==> src/rtl/tcdm_rr_port_arbiter.sv <==
// Round-robin arbiter sharing one TCDM initiator port between NB_REQ requester lanes.
// An outstanding-ID FIFO routes each in-order response back to the lane that issued it.
module tcdm_rr_port_arbiter #(
    parameter int NB_REQ     = 2,
    parameter int ADDR_WIDTH = 32,
    parameter int DATA_WIDTH = 32,
    parameter int MAX_OUTST  = 2
) (
    input  logic                           clk_i,
    input  logic                           rst_i,
    input  logic [NB_REQ-1:0]              req_i,
    input  logic [NB_REQ*ADDR_WIDTH-1:0]   add_i,
    input  logic [NB_REQ-1:0]              wen_i,
    input  logic [NB_REQ*DATA_WIDTH-1:0]   data_i,
    input  logic [NB_REQ*DATA_WIDTH/8-1:0] be_i,
    output logic [NB_REQ-1:0]              gnt_o,
    output logic [NB_REQ-1:0]              r_valid_o,
    output logic [DATA_WIDTH-1:0]          r_data_o,
    output logic                           req_o,
    output logic [ADDR_WIDTH-1:0]          add_o,
    output logic                           wen_o,
    output logic [DATA_WIDTH-1:0]          data_o,
    output logic [DATA_WIDTH/8-1:0]        be_o,
    input  logic                           gnt_i,
    input  logic                           r_valid_i,
    input  logic [DATA_WIDTH-1:0]          r_data_i,
    output logic                           busy_o,
    output logic                           err_o
);

    localparam int BE_WIDTH = DATA_WIDTH / 8;
    localparam int ID_W     = (NB_REQ > 1) ? $clog2(NB_REQ) : 1;
    localparam int CNT_W    = $clog2(MAX_OUTST + 1);
    localparam int PTR_W    = (MAX_OUTST > 1) ? $clog2(MAX_OUTST) : 1;

    logic [ID_W-1:0]  rr_ptr;
    logic [ID_W-1:0]  win;
    logic [ID_W-1:0]  head_id;
    logic [ID_W-1:0]  id_fifo [MAX_OUTST];
    logic [PTR_W-1:0] wr_ptr;
    logic [PTR_W-1:0] rd_ptr;
    logic [CNT_W-1:0] count;
    logic             any_req;
    logic             full;
    logic             empty;
    logic             push;
    logic             pop;
    logic             err_q;

    // First requesting lane at or after ptr, wrapping; lane 0 when nobody requests.
    function automatic logic [ID_W-1:0] pick_winner(input logic [NB_REQ-1:0] req,
                                                     input logic [ID_W-1:0]   ptr);
        logic [ID_W-1:0] sel;
        logic            found;
        int              idx;
        sel   = '0;
        found = 1'b0;
        for (int k = 0; k < NB_REQ; k++) begin
            idx = (int'(ptr) + k) % NB_REQ;
            if (!found && req[idx]) begin
                sel   = ID_W'(idx);
                found = 1'b1;
            end
        end
        return sel;
    endfunction

    function automatic logic [ID_W-1:0] next_rr(input logic [ID_W-1:0] w);
        return ID_W'((int'(w) + 1) % NB_REQ);
    endfunction

    function automatic logic [PTR_W-1:0] ptr_inc(input logic [PTR_W-1:0] p);
        return (p == PTR_W'(MAX_OUTST - 1)) ? '0 : p + 1'b1;
    endfunction

    assign any_req = |req_i;
    assign full    = (count == CNT_W'(MAX_OUTST));
    assign empty   = (count == '0);
    assign win     = pick_winner(req_i, rr_ptr);
    assign head_id = id_fifo[rd_ptr];

    // Full is taken from the registered count only, so a pop never frees a slot in its own cycle.
    assign req_o = any_req & ~full & ~rst_i;
    assign push  = req_o & gnt_i;
    assign pop   = r_valid_i & ~empty & ~rst_i;

    assign gnt_o     = push ? (NB_REQ'(1) << win) : '0;
    assign r_valid_o = pop ? (NB_REQ'(1) << head_id) : '0;
    assign r_data_o  = r_data_i;
    assign busy_o    = ~rst_i & (any_req | ~empty);
    assign err_o     = err_q;

    always_comb begin
        add_o  = add_i[ADDR_WIDTH-1:0];
        wen_o  = wen_i[0];
        data_o = data_i[DATA_WIDTH-1:0];
        be_o   = be_i[BE_WIDTH-1:0];
        for (int i = 1; i < NB_REQ; i++) begin
            if (win == ID_W'(i)) begin
                add_o  = add_i[i*ADDR_WIDTH +: ADDR_WIDTH];
                wen_o  = wen_i[i];
                data_o = data_i[i*DATA_WIDTH +: DATA_WIDTH];
                be_o   = be_i[i*BE_WIDTH +: BE_WIDTH];
            end
        end
    end

    always_ff @(posedge clk_i or posedge rst_i) begin
        if (rst_i) begin
            rr_ptr <= '0;
            wr_ptr <= '0;
            rd_ptr <= '0;
            count  <= '0;
            err_q  <= 1'b0;
        end else begin
            if (push) begin
                rr_ptr <= next_rr(win);
                wr_ptr <= ptr_inc(wr_ptr);
            end
            if (pop) begin
                rd_ptr <= ptr_inc(rd_ptr);
            end
            if (push && !pop) begin
                count <= count + 1'b1;
            end else if (!push && pop) begin
                count <= count - 1'b1;
            end
            // A response with nothing outstanding is dropped and flagged until reset.
            if (r_valid_i && empty) begin
                err_q <= 1'b1;
            end
        end
    end

    always_ff @(posedge clk_i) begin
        if (push) begin
            id_fifo[wr_ptr] <= win;
        end
    end

endmodule

==> config.mk <==
export PLATFORM = sky130hd
export DESIGN_NAME = tcdm_rr_port_arbiter
export DESIGN_NICKNAME = d
export VERILOG_FILES = /design/src/rtl/tcdm_rr_port_arbiter.sv
export SDC_FILE = /design/constraint.sdc
export NUM_CORES = 1
export LEC_CHECK = 0
export ABC_AREA = 0
export BUFFER_PORTS_ARGS = -buffer_cell sky130_fd_sc_hd__buf_2
export CAP_MARGIN = 20
export CORE_AREA = 2 2 109 111
export CTS_CLUSTER_DIAMETER = 200
export CTS_CLUSTER_SIZE = 25
export DETAILED_ROUTE_END_ITERATION = 8
export DIE_AREA = 0 0 111 113
export PLACE_DENSITY = 0.56
export REMOVE_ABC_BUFFERS = 1
export SLEW_MARGIN = 20
export SYNTH_ARGS = -nofsm -noshare
export SYNTH_HDL_FRONTEND = slang
export SYNTH_SLANG_ARGS = --single-unit
==> constraint.sdc <==
create_clock -name clk_i -period 2.4 [get_ports clk_i]
set_input_delay 0.72 -clock clk_i [delete_from_list [all_inputs] [get_ports clk_i]]
set_output_delay 0.72 -clock clk_i [all_outputs]
set_load 0.005 [all_outputs]
==> impl_metrics.csv <==
group,metric,value,unit
min_path,hold_start,"err_o$_DFFE_PP0P_",
setup_path,r2r-start,"count[0]$_DFFE_PP0P_",
floorplanning,rows,39,
sta,hold_viol,0,
min_path,hold-path-endpoint,"err_o$_DFFE_PP0P_",
global_routing,antenna_found_initial,0,
sta,worst_slew_pin_slew,0.374,ns
sta,whs,0.449,ns
setup_path,timing.rr.end,"count[1]$_DFFE_PP0P_",
sta,relSlewSlack,0.750,
place,dp_cells,472,
setup_path,cp.arrival,1.86,ns
setup_path,cp_max_fo,17,
setup_path,crit_required,1.68,ns
sta,setup_slack,-0.178,ns
floorplanning,num_io_pins,284,
cells_and_area,final_cells,488,
power,cellPowerDensity,516,nW/um^2
power,max-vdd-ir-drop,0.367,mV
sta,period_minus_slack,2.58,ns
cells_and_area,antenna_cells,0,
yosys,yosys_warnings,0,
detailed_routing,drtAntennaViolNets,0,
detailed_routing,wl_per_cell,18.2,microns
place,place_hpwl,6.97,mm
setup_path,crit_chain,"buf_8, inv_6, o21ai_4, buf_12, buf_16, mux2_2, buf_2",
sta,fmax,388,MHz
detailed_routing,drtPass1Iterations,4,
cells_and_area,drive_above_1_share,0.899,
cells_and_area,nNetsFinal,524,
min_path,hold_path.class,"reg2reg",
detailed_routing,initialDrtViolationCount,30,
setup_path,crit_type,"in2out",
clock_network,cts_tree,"built",
job,cap_violations,0,
place,place_ws,-0.261,ns
power,p_leak,1.78,nW
cells_and_area,multiInputGateArea,1110,sq um
clock_network,path_clk_slew,0.03,ns
cells_and_area,n_fill_cell,1193,
cells_and_area,area.sequential,210,sq um
setup_path,reg2reg_depth,6,
sta,finalSetupTns,-8.72,ns
detailed_routing,vias,1912,
clock_network,cts.htree.levels,1,
detailed_routing,viasPerCell,3.92,
yosys,ys_ff_latch,8,
yosys,ys_seq_area_frac,0.139,
sta,slew_viol_final,0,
global_routing,grt_pass1_wl,11.0,mm
setup_path,slowest_delay,0.36,ns
power,p_total,1.67,mW
global_routing,grt_use_total,0.117,
floorplanning,die-area,12500,sq um
yosys,synth_area,1510,sq um
floorplanning,die_w,111,microns
clock_network,cts_sinks,8,
setup_path,cp_slowest_cell,"mux2_2",
yosys,syn_inst,145,
place,routabilityCongestion,0.839,
run_status,status,"finished with violations",
floorplanning,die_h,113,microns
cells_and_area,final_cell_mix,"buf_2, buf_6, mux2_4",
global_routing,grt_pass1_vias,1888,
sta,rsz0062_at_grt,"yes",
clock_network,ctsLongestPathBuffers,2,
yosys,yosysUniqueCellTypes,22,
sta,setup_viol,69,
place,io_buffers,219,
setup_path,cp-start-kind,"primary input",
cells_and_area,final_common_cell,"buf_2",
min_path,hold_depth,1,
clock_network,cts_inserted_buffers,3,
clock_network,cts_root_buffer,"clkbuf_16",
detailed_routing,drc,0,
clock_network,clk-insertion-delay-late,0.23,ns
run_status,violations,"setup timing",
detailed_routing,routed_wl,8.86,mm
global_routing,grt_max_degree,34,
floorplanning,core_area,11300,sq um
setup_path,rrSetupSlack,0.86,ns
sta,fin_skew,0.000562,ns
sta,period_share,1.07,
yosys,syn_area_per_cell,10.4,sq um
floorplanning,start_util,0.134,
cells_and_area,area_growth,114,%
global_routing,globalRouteOverflowTotal,0,
setup_path,cp-end-kind,"output pin",
==> final cells by class <==
type,instances,share of cell area
flip-flops and latches,8,0.0651
multi-input cells,94,0.345
repair buffers,237,0.506
clock buffers,3,0.0232
well taps,143,0.0554
inverters,3,0.00504
==> metrics by stage <==
stage | utilization | area, sq um
after floorplan | - | 1190
after global placement | 0.224 | 2530
after detailed placement | 0.224 | 2530
after CTS | 0.258 | 2910
after global routing | 0.286 | 3230
final | 0.286 | 3230
==> cell usage after synthesis <==
cell	instances	area (sq um)
nor2b_1	2	12.5
buf_6	5	56.3
o21ai_0	1	5.00
o21ai_4	1	16.3
nor2_1	5	18.8
buf_4	35	263
ha_1	1	12.5
mux2i_1	1	10.0
a21o_1	1	7.51
mux2_1	6	67.6
and4bb_2	1	12.5
xnor2_1	2	17.5
dfrtp_1	6	150
edfxtp_1	2	60.1
mux2_2	64	721
a21oi_1	1	5.00
and2_1	2	12.5
o211a_1	1	10.0
nand2b_1	1	6.26
xor2_1	3	26.3
o211ai_1	1	7.51
inv_1	3	11.3
==> critical path: cells and delay by family <==
family,cells,cell delay [ns]
buffers and inverters,5,0.59
AO/OA/AOI/OAI,1,0.16
multiplexers,1,0.36
==> cell families after synthesis <==
logic type                 count (synthesis)  synth area share
muxes                                     71             0.529
buffers and inverters                     43             0.219
and+or+nand+nor                           11            0.0415
DFF                                        8             0.139
AOI/OAI and AO/OA                          6            0.0340
xor gates and xnor gates                   5            0.0290
adders and majority gates                  1           0.00829
==> metal layers <==
metal / track usage / vias up / part of all wire
met5: 0.0549 / - / 0.0095
met4: 0.00750 / 2 / 0.0020
met3: 0.109 / 4 / 0.19
met2: 0.167 / 152 / 0.43
met1: 0.130 / 873 / 0.37
li1: - / 881 / -
==> state kept, by name, indices dropped and copies added, names as in the netlist <==
register  cells
id_fifo       2
count         2
wr_ptr        1
rd_ptr        1
rr_ptr        1
err_o         1
==> power by group <==
group          total, mW  internal, mW  switching (mW)
sequential         0.241         0.191          0.0500
combinational       1.15         0.752           0.399
clock              0.274         0.214          0.0594
total               1.67          1.16           0.508
==> worst max path at each step <==
stage              from  slack [ns]  depth (start not counted)          to
5_1_grt        req_i[0]       -0.23                          7   add_o[23]
6_report       req_i[0]       -0.18                          7   add_o[23]
3_3_place_gp   req_i[0]       -0.26                          6  data_o[16]
4_1_cts        req_i[0]       -0.18                          7  data_o[17]
3_5_place_dp   req_i[0]       -0.26                          6  data_o[16]
2_1_floorplan  req_i[0]       -0.73                          3    add_o[0]
==> repair_timing <==
item | CTS | global route
hold buffers | 0 | 0
resized for setup | 21 | 70
pin swaps | 1 | 1
setup endpoints to repair | 69 | 69
setup buffers | 5 | 4
gates cloned | 6 | 2
No activity file was read; power rests on OpenSTA's default activity.
